===== src/rtl/serial_add.sv =====
// Bit-serial WIDTH-bit adder: one full-adder stage per cycle, LSB first, with a
// start/busy/done handshake. The result registers update only when an add completes.
module serial_add #(
    parameter int unsigned WIDTH = 8
) (
    input  logic             clk,
    input  logic             rst,
    input  logic             start,
    input  logic [WIDTH-1:0] a,
    input  logic [WIDTH-1:0] b,
    input  logic             cin,
    output logic             busy,
    output logic             done,
    output logic [WIDTH-1:0] sum,
    output logic             cout
);

    localparam int unsigned CNT_W = $clog2(WIDTH) + 1;

    localparam logic [1:0] IDLE  = 2'd0;
    localparam logic [1:0] SHIFT = 2'd1;
    localparam logic [1:0] DONE  = 2'd2;

    logic [1:0]       state;
    logic [1:0]       state_next;
    logic [WIDTH-1:0] ra;
    logic [WIDTH-1:0] rb;
    logic [WIDTH-1:0] acc;
    logic             c;
    logic [CNT_W-1:0] cnt;

    logic             h1_s_c;
    logic             h1_c_c;
    logic             h2_c_c;
    logic             s_c;
    logic             c_next_c;
    logic [WIDTH-1:0] acc_next_c;
    logic             last_c;

    // Full adder built from two half adders and an OR on the current LSB pair
    always_comb begin
        h1_s_c     = ra[0] ^ rb[0];
        h1_c_c     = ra[0] & rb[0];
        s_c        = h1_s_c ^ c;
        h2_c_c     = h1_s_c & c;
        c_next_c   = h1_c_c | h2_c_c;
        acc_next_c = {s_c, acc[WIDTH-1:1]};
        last_c     = (cnt == CNT_W'(WIDTH - 1));
    end

    always_ff @(posedge clk or posedge rst) begin
        if (rst) begin
            state <= IDLE;
        end else begin
            state <= state_next;
        end
    end

    always_comb begin
        state_next = state;
        case (state)
            IDLE:    if (start) state_next = SHIFT;
            SHIFT:   if (last_c) state_next = DONE;
            DONE:    state_next = IDLE;
            default: state_next = IDLE;
        endcase
    end

    // Datapath and registered outputs; busy/done track the state being entered
    always_ff @(posedge clk or posedge rst) begin
        if (rst) begin
            ra   <= '0;
            rb   <= '0;
            acc  <= '0;
            c    <= 1'b0;
            cnt  <= '0;
            busy <= 1'b0;
            done <= 1'b0;
            sum  <= '0;
            cout <= 1'b0;
        end else begin
            busy <= (state_next != IDLE);
            done <= (state_next == DONE);
            case (state)
                IDLE: begin
                    if (start) begin
                        ra  <= a;
                        rb  <= b;
                        c   <= cin;
                        cnt <= '0;
                    end
                end
                SHIFT: begin
                    ra  <= {1'b0, ra[WIDTH-1:1]};
                    rb  <= {1'b0, rb[WIDTH-1:1]};
                    acc <= acc_next_c;
                    c   <= c_next_c;
                    cnt <= cnt + CNT_W'(1);
                    if (last_c) begin
                        sum  <= acc_next_c;
                        cout <= c_next_c;
                    end
                end
                default: ;
            endcase
        end
    end

endmodule


===== config.mk =====
export PLATFORM = sky130hd
export DESIGN_NAME = serial_add
export DESIGN_NICKNAME = d
export VERILOG_FILES = /design/src/rtl/serial_add.sv
export SDC_FILE = /design/constraint.sdc
export NUM_CORES = 1
export LEC_CHECK = 0
export CORE_UTILIZATION = 50
export DETAILED_ROUTE_END_ITERATION = 7
export GPL_TIMING_DRIVEN = 0
export PLACE_DENSITY = 0.77
export SYNTH_ARGS = -nofsm -noshare
export SYNTH_HDL_FRONTEND = slang
export SYNTH_SLANG_ARGS = --single-unit

===== constraint.sdc =====
create_clock -name clk -period 1.6 [get_ports clk]
set_input_delay 0.16 -clock clk [delete_from_list [all_inputs] [get_ports clk]]
set_output_delay 0.16 -clock clk [all_outputs]
set_load 0.03 [all_outputs]

==> results of run 1 <==
## sequential cells by signal, indices dropped and copies added (netlist names)
| register | flops |
|---|---|
| ra | 8 |
| rb | 8 |
| sum | 8 |
| acc | 7 |
| cnt | 4 |
| state | 2 |
| busy | 1 |
| c | 1 |
| cout | 1 |
| done | 1 |
## synth_stat cells, drive strengths merged
master,count,share of area [%]
mux2,16,11
and2b,1,0.45
nand3,1,0.30
a22oi,15,6.7
clkbuf,3,0.67
nand2,17,3.8
a21oi,1,0.30
nor2b,3,1.1
nor2,3,1.1
dfrtp,41,61
o21ai,17,5.1
a22o,3,1.6
nor3b,1,0.45
inv,2,0.45
fa,1,1.2
a31oi,1,0.37
nand4b,1,0.52
ha,1,0.74
a41oi,1,0.52
o21bai,1,0.45
buf,6,2.5
## cell type report
cell class / instances / area, um^2 / area share [%]
inverters: 2 / 7.51 / 0.349
well taps: 44 / 55.1 / 2.56
repair buffers: 34 / 345 / 16.0
flip-flops and latches: 41 / 1030 / 47.6
multi-input cells: 84 / 597 / 27.7
clock buffers: 7 / 65.1 / 3.02
clock inverters: 1 / 5.00 / 0.232
plain buffers: 9 / 52.6 / 2.44
## per-stage QoR
step | cells | area (um^2) | TNS (ns) | util, %
2_1_floorplan | 136 | 1680 | 0 | -
3_3_place_gp | 210 | 2040 | -12.02 | 65.1
4_1_cts | 220 | 2130 | 0 | 68.2
6_report | 222 | 2150 | 0 | 68.8
5_1_grt | 222 | 2150 | -0.123 | 68.8
3_5_place_dp | 210 | 2040 | -0.682 | 65.1
## per-layer routing
layer / vias to the layer above / global-route usage, % / share of wire [%]
li1: 564 / - / -
met2: 32 / 30.0 / 47
met3: 13 / 4.76 / 3.3
met1: 595 / 28.1 / 46
met4: 0 / 12.0 / 3.5
met5: - / 0 / 0
## worst reg2reg max path: cells and delay by family (launching register included)
| kind | cells | cell delay, ns |
|---|---|---|
| DFF | 1 | 0.42 |
| muxes | 1 | 0.33 |
| and+or+nand+nor | 2 | 0.33 |
| adders and majority gates | 1 | 0.22 |
| buffers and inverters | 1 | 0.14 |
## power breakdown
| part | total [W] | leakage [nW] | internal, W | switching, W |
|---|---|---|---|---|
| logic | 0.00142 | 0.378 | 0.000720 | 0.000698 |
| clock network | 0.000582 | 0.0413 | 0.000255 | 0.000327 |
| registers | 0.00166 | 0.526 | 0.00142 | 0.000243 |
| total | 0.00366 | 0.946 | 0.00239 | 0.00127 |
## path summary, 6_finish.rpt
kind | start | end | depth (start not counted)
max | cnt[0]$_DFFE_PP0P_ | sum[4]$_DFFE_PP0P_ | 5
min | rst | done$_DFF_PP0_ | 2
max reg2reg | cnt[0]$_DFFE_PP0P_ | sum[4]$_DFFE_PP0P_ | 5
min reg2reg | ra[4]$_DFFE_PP0P_ | ra[4]$_DFFE_PP0P_ | 2
max in group asynchronous | rst | ra[3]$_DFFE_PP0P_ | 2
min in group clk | b[7] | rb[7]$_DFFE_PP0P_ | 2
## cells by family (layout without fill, tap and decap cells)
family / after synthesis / in the layout / share of synthesized area (%)
simple gates: 27 / 27 / 7.74
fa+ha+maj: 2 / 2 / 1.94
buf+inv: 11 / 53 / 3.57
compound gates: 39 / 39 / 15.0
mux: 16 / 16 / 10.7
flops: 41 / 41 / 61.1
## placed cells by master (no fill, tap or decap), drive strengths merged, types with 2 or more instances in the layout
cell type / instances
nor2: 3
inv: 2
nand2: 17
o21ai: 17
dfrtp: 41
buf: 10
mux2: 16
clkbuf: 10
a22oi: 15
nor2b: 3
clkdlybuf4s50: 29
a22o: 3
## repair_timing
action,CTS,global route
buffers inserted,2,2
cloned,0,0
setup endpoints to repair,9,10
resized for setup,0,2
pin swaps,1,1
==> reports/qor.yml, run 1 <==
final_layout:
  fillers: 236
  antenna_cells: 0
  fin_nets: 199
  syn_to_final_growth_pct: 28.1
  drive_gt1_share_pct: 20.8
floorplan:
  start_util_pct: 53.7
  coreArea_um2: 3130
  die-area_um2: 3600
  die_w_um: 60.0
  die-height_um: 60.0
  num_rows: 20
  ios: 31
global_route:
  grt_use_total_pct: 20.6
  grt_max_degree: 42
  grt_pass1_wl_um: 5320
  antenna_found_initial: 0
  gr-total-overflow: 0
  grt_pass1_vias: 1184
critical_path:
  path_class: "register to register"
  critPathMaxFanout: 10
  slowest_stage: "dfrtp_1"
  crit_family: "flip-flops"
  path_buf_inv: 1
  path_cells: "ha_2, nand4b_1, nor2_4, buf_12, mux2_2"
  cp.required_ns: 1.84
  slowest_delay_ns: 0.42
  r2r_setup_slack_ns: 0.05
  arrival_ns: 1.79
  cp-end-kind: "register"
  startpoint_type: "register"
route:
  via_count: 1204
  dr.pass1.iters: 4
  drtAntennaViolNets: 0
  totalWireLength_um: 3270
  wl_per_cell_um: 14.7
  vias_per_cell: 5.42
  drtIter0Drc: 33
  drc: 0
hold_path:
  min_path_type: "primary input to asynchronous set/reset pin"
synthesis:
  syn_avg_cell_area_um2: 12.4
  yosysSeqAreaShare_pct: 61.1
  syn-num-nets: 158
  synth_area_um2: 1680
  synth_seq_cells: 41
  synth.distinct_cells: 24
  synthCells: 136
  yosysWarnings: 0
sta:
  hold_viol_final: 0
  min_period_ns: 1.55
  fmax_mhz: 644
  fin_ws_ns: 0.0475
  period_share_pct: 97.0
  worst_pin_slew_ns: 0.819
  fin_skew_ns: 0.00995
  slew_violations: 0
  timing.hold.ws_ns: 0.281
  slew_headroom_pct: 45.3
  setup_viol: 0
clock_tree:
  cts_num_sinks: 41
  cts_root_buf: "clkbuf_4"
  htreeDepth: 2
  clk_pin_slew_ns: 0.12
  clk_path_buf_depth: 2
  cts_tree: "built"
  ctsHoldBuffers: 0
  clock_latency_ns: 0.35
  cts_inserted_buffers: 5
flow_run:
  maxCapViolCount: 0
place:
  dpl_worst_slack_ns: -0.0740
  gp_congestion: 0.729
  port_buffers: 30
  dp_hpwl_um: 2230
power:
  leakage_nw: 0.946
  peakVddDrop_v: 0.000771
  power_density_nw_per_um2: 1700
  power_w: 0.00366
status:
  outcome: "finished clean"
No activity file was read; power rests on OpenSTA's default activity.
==> run 2, diff against run 1 <==
--- a/config.mk
+++ b/config.mk
@@ -8,6 +8,7 @@
 export CORE_UTILIZATION = 50
 export DETAILED_ROUTE_END_ITERATION = 7
 export GPL_TIMING_DRIVEN = 0
+export MAX_ROUTING_LAYER = met4
 export PLACE_DENSITY = 0.77
 export SYNTH_ARGS = -nofsm -noshare
 export SYNTH_HDL_FRONTEND = slang
==> run 2 against run 1 <==
  * Die area stayed put
  * Core utilization stayed put
  * Clock skew about the same
  * Via count increased by 0.33%
  * Clock-buffer cell count unchanged
  * Setup slack about the same
  * First-iteration DRC count decreased by 12%
  * Clock power about the same
  * Largest cell class unchanged
==> reports/qor.yml, run 2 (synthesis gave the netlist of run 1 again) <==
status:
  outcome: "finished clean"
critical_path:
  slowest_stage: "dfrtp_1"
  crit_end: "sum[4]$_DFFE_PP0P_"
  cp-end-kind: "register"
  rr_worst_depth: 5  # unchanged
  r2r-end: "sum[4]$_DFFE_PP0P_"
  crit_cells: 5  # unchanged
  path_class: "register to register"
  r2r-start: "cnt[0]$_DFFE_PP0P_"
  r2r_setup_slack_ns: 0.05  # about the same
  crit_family: "flip-flops"
  slowest_delay_ns: 0.42  # about the same
  startpoint_type: "register"
  arrival_ns: 1.79  # about the same
  path_buf_inv: 1  # unchanged
  cp.required_ns: 1.83  # about the same
  path_cells: "ha_2, nand4b_1, nor2_4, buf_12, mux2_2"
  critPathMaxFanout: 10  # unchanged
  startpoint: "cnt[0]$_DFFE_PP0P_"
sta:
  setup_viol: 0  # unchanged
  min_period_ns: 1.55  # -0.000231 ns
  fmax_mhz: 644  # about the same
  fin_skew_ns: 0.00984  # -0.000106 ns
  worst_pin_slew_ns: 0.821  # +0.00209 ns
  slew_violations: 0  # unchanged
  finalSetupTns_ns: 0  # unchanged
  hold_viol_final: 0  # unchanged
  slew_headroom_pct: 45.2  # -0.14 points
  period_share_pct: 97.0  # about the same
place:
  dp_hpwl_um: 2230  # unchanged
  gp_congestion: 0.737  # +1.2%
  port_buffers: 30  # unchanged
  placed_area_um2: 2040  # unchanged
global_route:
  antenna_found_initial: 0  # unchanged
  grt_pass1_vias: 1182  # -0.17%
  grt_max_degree: 42  # unchanged
  grt_use_total_pct: 21.2  # +0.62 points
  gr-total-overflow: 0  # unchanged
  grt_pass1_wl_um: 5320  # unchanged
route:
  via_count: 1208  # +0.33%
  totalWireLength_um: 3280  # +0.15%
  drtIter0Drc: 29  # -12%
  dr.pass1.iters: 4  # unchanged
  wl_per_cell_um: 14.8  # +0.15%
  drc: 0  # unchanged
  vias_per_cell: 5.44  # +0.33%
  drtAntennaViolNets: 0  # unchanged
floorplan:
  die-height_um: 60.0  # unchanged
  num_rows: 20  # unchanged
  die-area_um2: 3600  # unchanged
  start_util_pct: 53.7  # unchanged
  coreArea_um2: 3130  # unchanged
  ios: 31  # unchanged
  die_w_um: 60.0  # unchanged
hold_path:
  min_path_type: "primary input to asynchronous set/reset pin"
final_layout:
  fin_nets: 199  # unchanged
  fin_area_um2: 2150  # unchanged
  drive_gt1_share_pct: 20.8  # unchanged
  antenna_cells: 0  # unchanged
  syn_to_final_growth_pct: 28.1  # unchanged
  reg.largest.list: "ra x8, rb x8, sum x8"
  layout_common_cells: "41 x dfrtp_1, 29 x clkdlybuf4s50_1, 17 x nand2_1, 17 x o21ai_0, 16 x mux2_2"
  final_common_cell: "dfrtp_1"
clock_tree:
  clk_pin_slew_ns: 0.12  # about the same
  cts_inserted_buffers: 5  # unchanged
  cts_tree: "built"
  clk_path_buf_depth: 2  # unchanged
  cts_root_buf: "clkbuf_4"
  clock_latency_ns: 0.34  # about the same
  htreeDepth: 2  # unchanged
  cts_num_sinks: 41  # unchanged
power:
  leakage_nw: 0.946  # unchanged
  pwr-share-comb_pct: 38.8  # about the same
  p_switching_w: 0.00127  # -0.16%
  swShare_pct: 34.6  # -0.038 points
  peakVddDrop_v: 0.000771  # about the same
  pwr-share-clk_pct: 15.8  # about the same
  power.internal_w: 0.00239  # about the same
  power_density_nw_per_um2: 1700  # about the same
  seqPwrFrac_pct: 45.3  # about the same
flow_run:
  maxCapViolCount: 0  # unchanged
==> run 2: cell counts in the layout (fill, tap and decap cells not counted) <==
No cell type changed its count.
==> run 2: power groups by stage <==
stage | clock network (W) | logic, W | registers [W]
after floorplan | 0 | 0.000724 | 0.00184
after global placement | 0 | 0.00132 | 0.00166
after detailed placement | 0 | 0.00137 | 0.00168
after CTS | 0.000587 | 0.00140 | 0.00166
after global routing | 0.000629 | 0.00155 | 0.00171
final | 0.000579 | 0.00142 | 0.00166
==> run 2: repair_timing <==
item	4_1_cts	5_1_grt
hold buffers	0	0
resized for setup	0	2
endpoints found under the setup margin	9	10
buffers inserted	2	2
pin swaps	1	1
==> run 2: metal layers <==
| layer | vias to the layer above | track usage [%] | part of all wire, % | wire [um] |
|---|---|---|---|---|
| met5 | - | - | 0 | 0 |
| met1 | 599 | 28.3 | 46 | 1520 |
| met3 | 11 | 3.90 | 3.2 | 106 |
| li1 | 564 | - | - | - |
| met4 | 0 | 13.0 | 3.1 | 103 |
| met2 | 34 | 30.0 | 47 | 1550 |
==> run 2: layout make-up <==
| type | count | area, um^2 |
|---|---|---|
| timing repair buffer | 34 | 345 |
| multi-input combinational | 84 | 597 |
| buffer | 9 | 52.6 |
| tap | 44 | 55.1 |
| clock inverter | 1 | 5.00 |
| inverter | 2 | 7.51 |
| fill | 236 | 975 |
| clock buffer | 7 | 65.1 |
| sequential | 41 | 1030 |
==> run 2: metrics by stage <==
step	total power, W	worst slack, ns	instances	hold slack, ns	util [%]
after floorplan	0.00256	0.158	136	0.300	-
after global placement	0.00298	-0.289	210	0.463	65.1
after detailed placement	0.00305	-0.0740	210	0.474	65.1
after CTS	0.00365	0.0183	220	0.311	68.2
after global routing	0.00389	-0.0259	222	0.367	68.8
final	0.00366	0.0477	222	0.287	68.8
==> run 2: worst min path at each step <==
stage	from	end	slack, ns	cells after the start
global placement	ra[3]$_DFFE_PP0P_	ra[3]$_DFFE_PP0P_	0.46	2
detailed placement	ra[5]$_DFFE_PP0P_	ra[5]$_DFFE_PP0P_	0.47	2
floorplan	a[7]	ra[7]$_DFFE_PP0P_	0.30	1
global route	rst	acc[2]$_DFFE_PP0P_	0.37	2
finish	rst	done$_DFF_PP0_	0.29	2
CTS	rst	cnt[2]$_DFFE_PP0P_	0.31	2
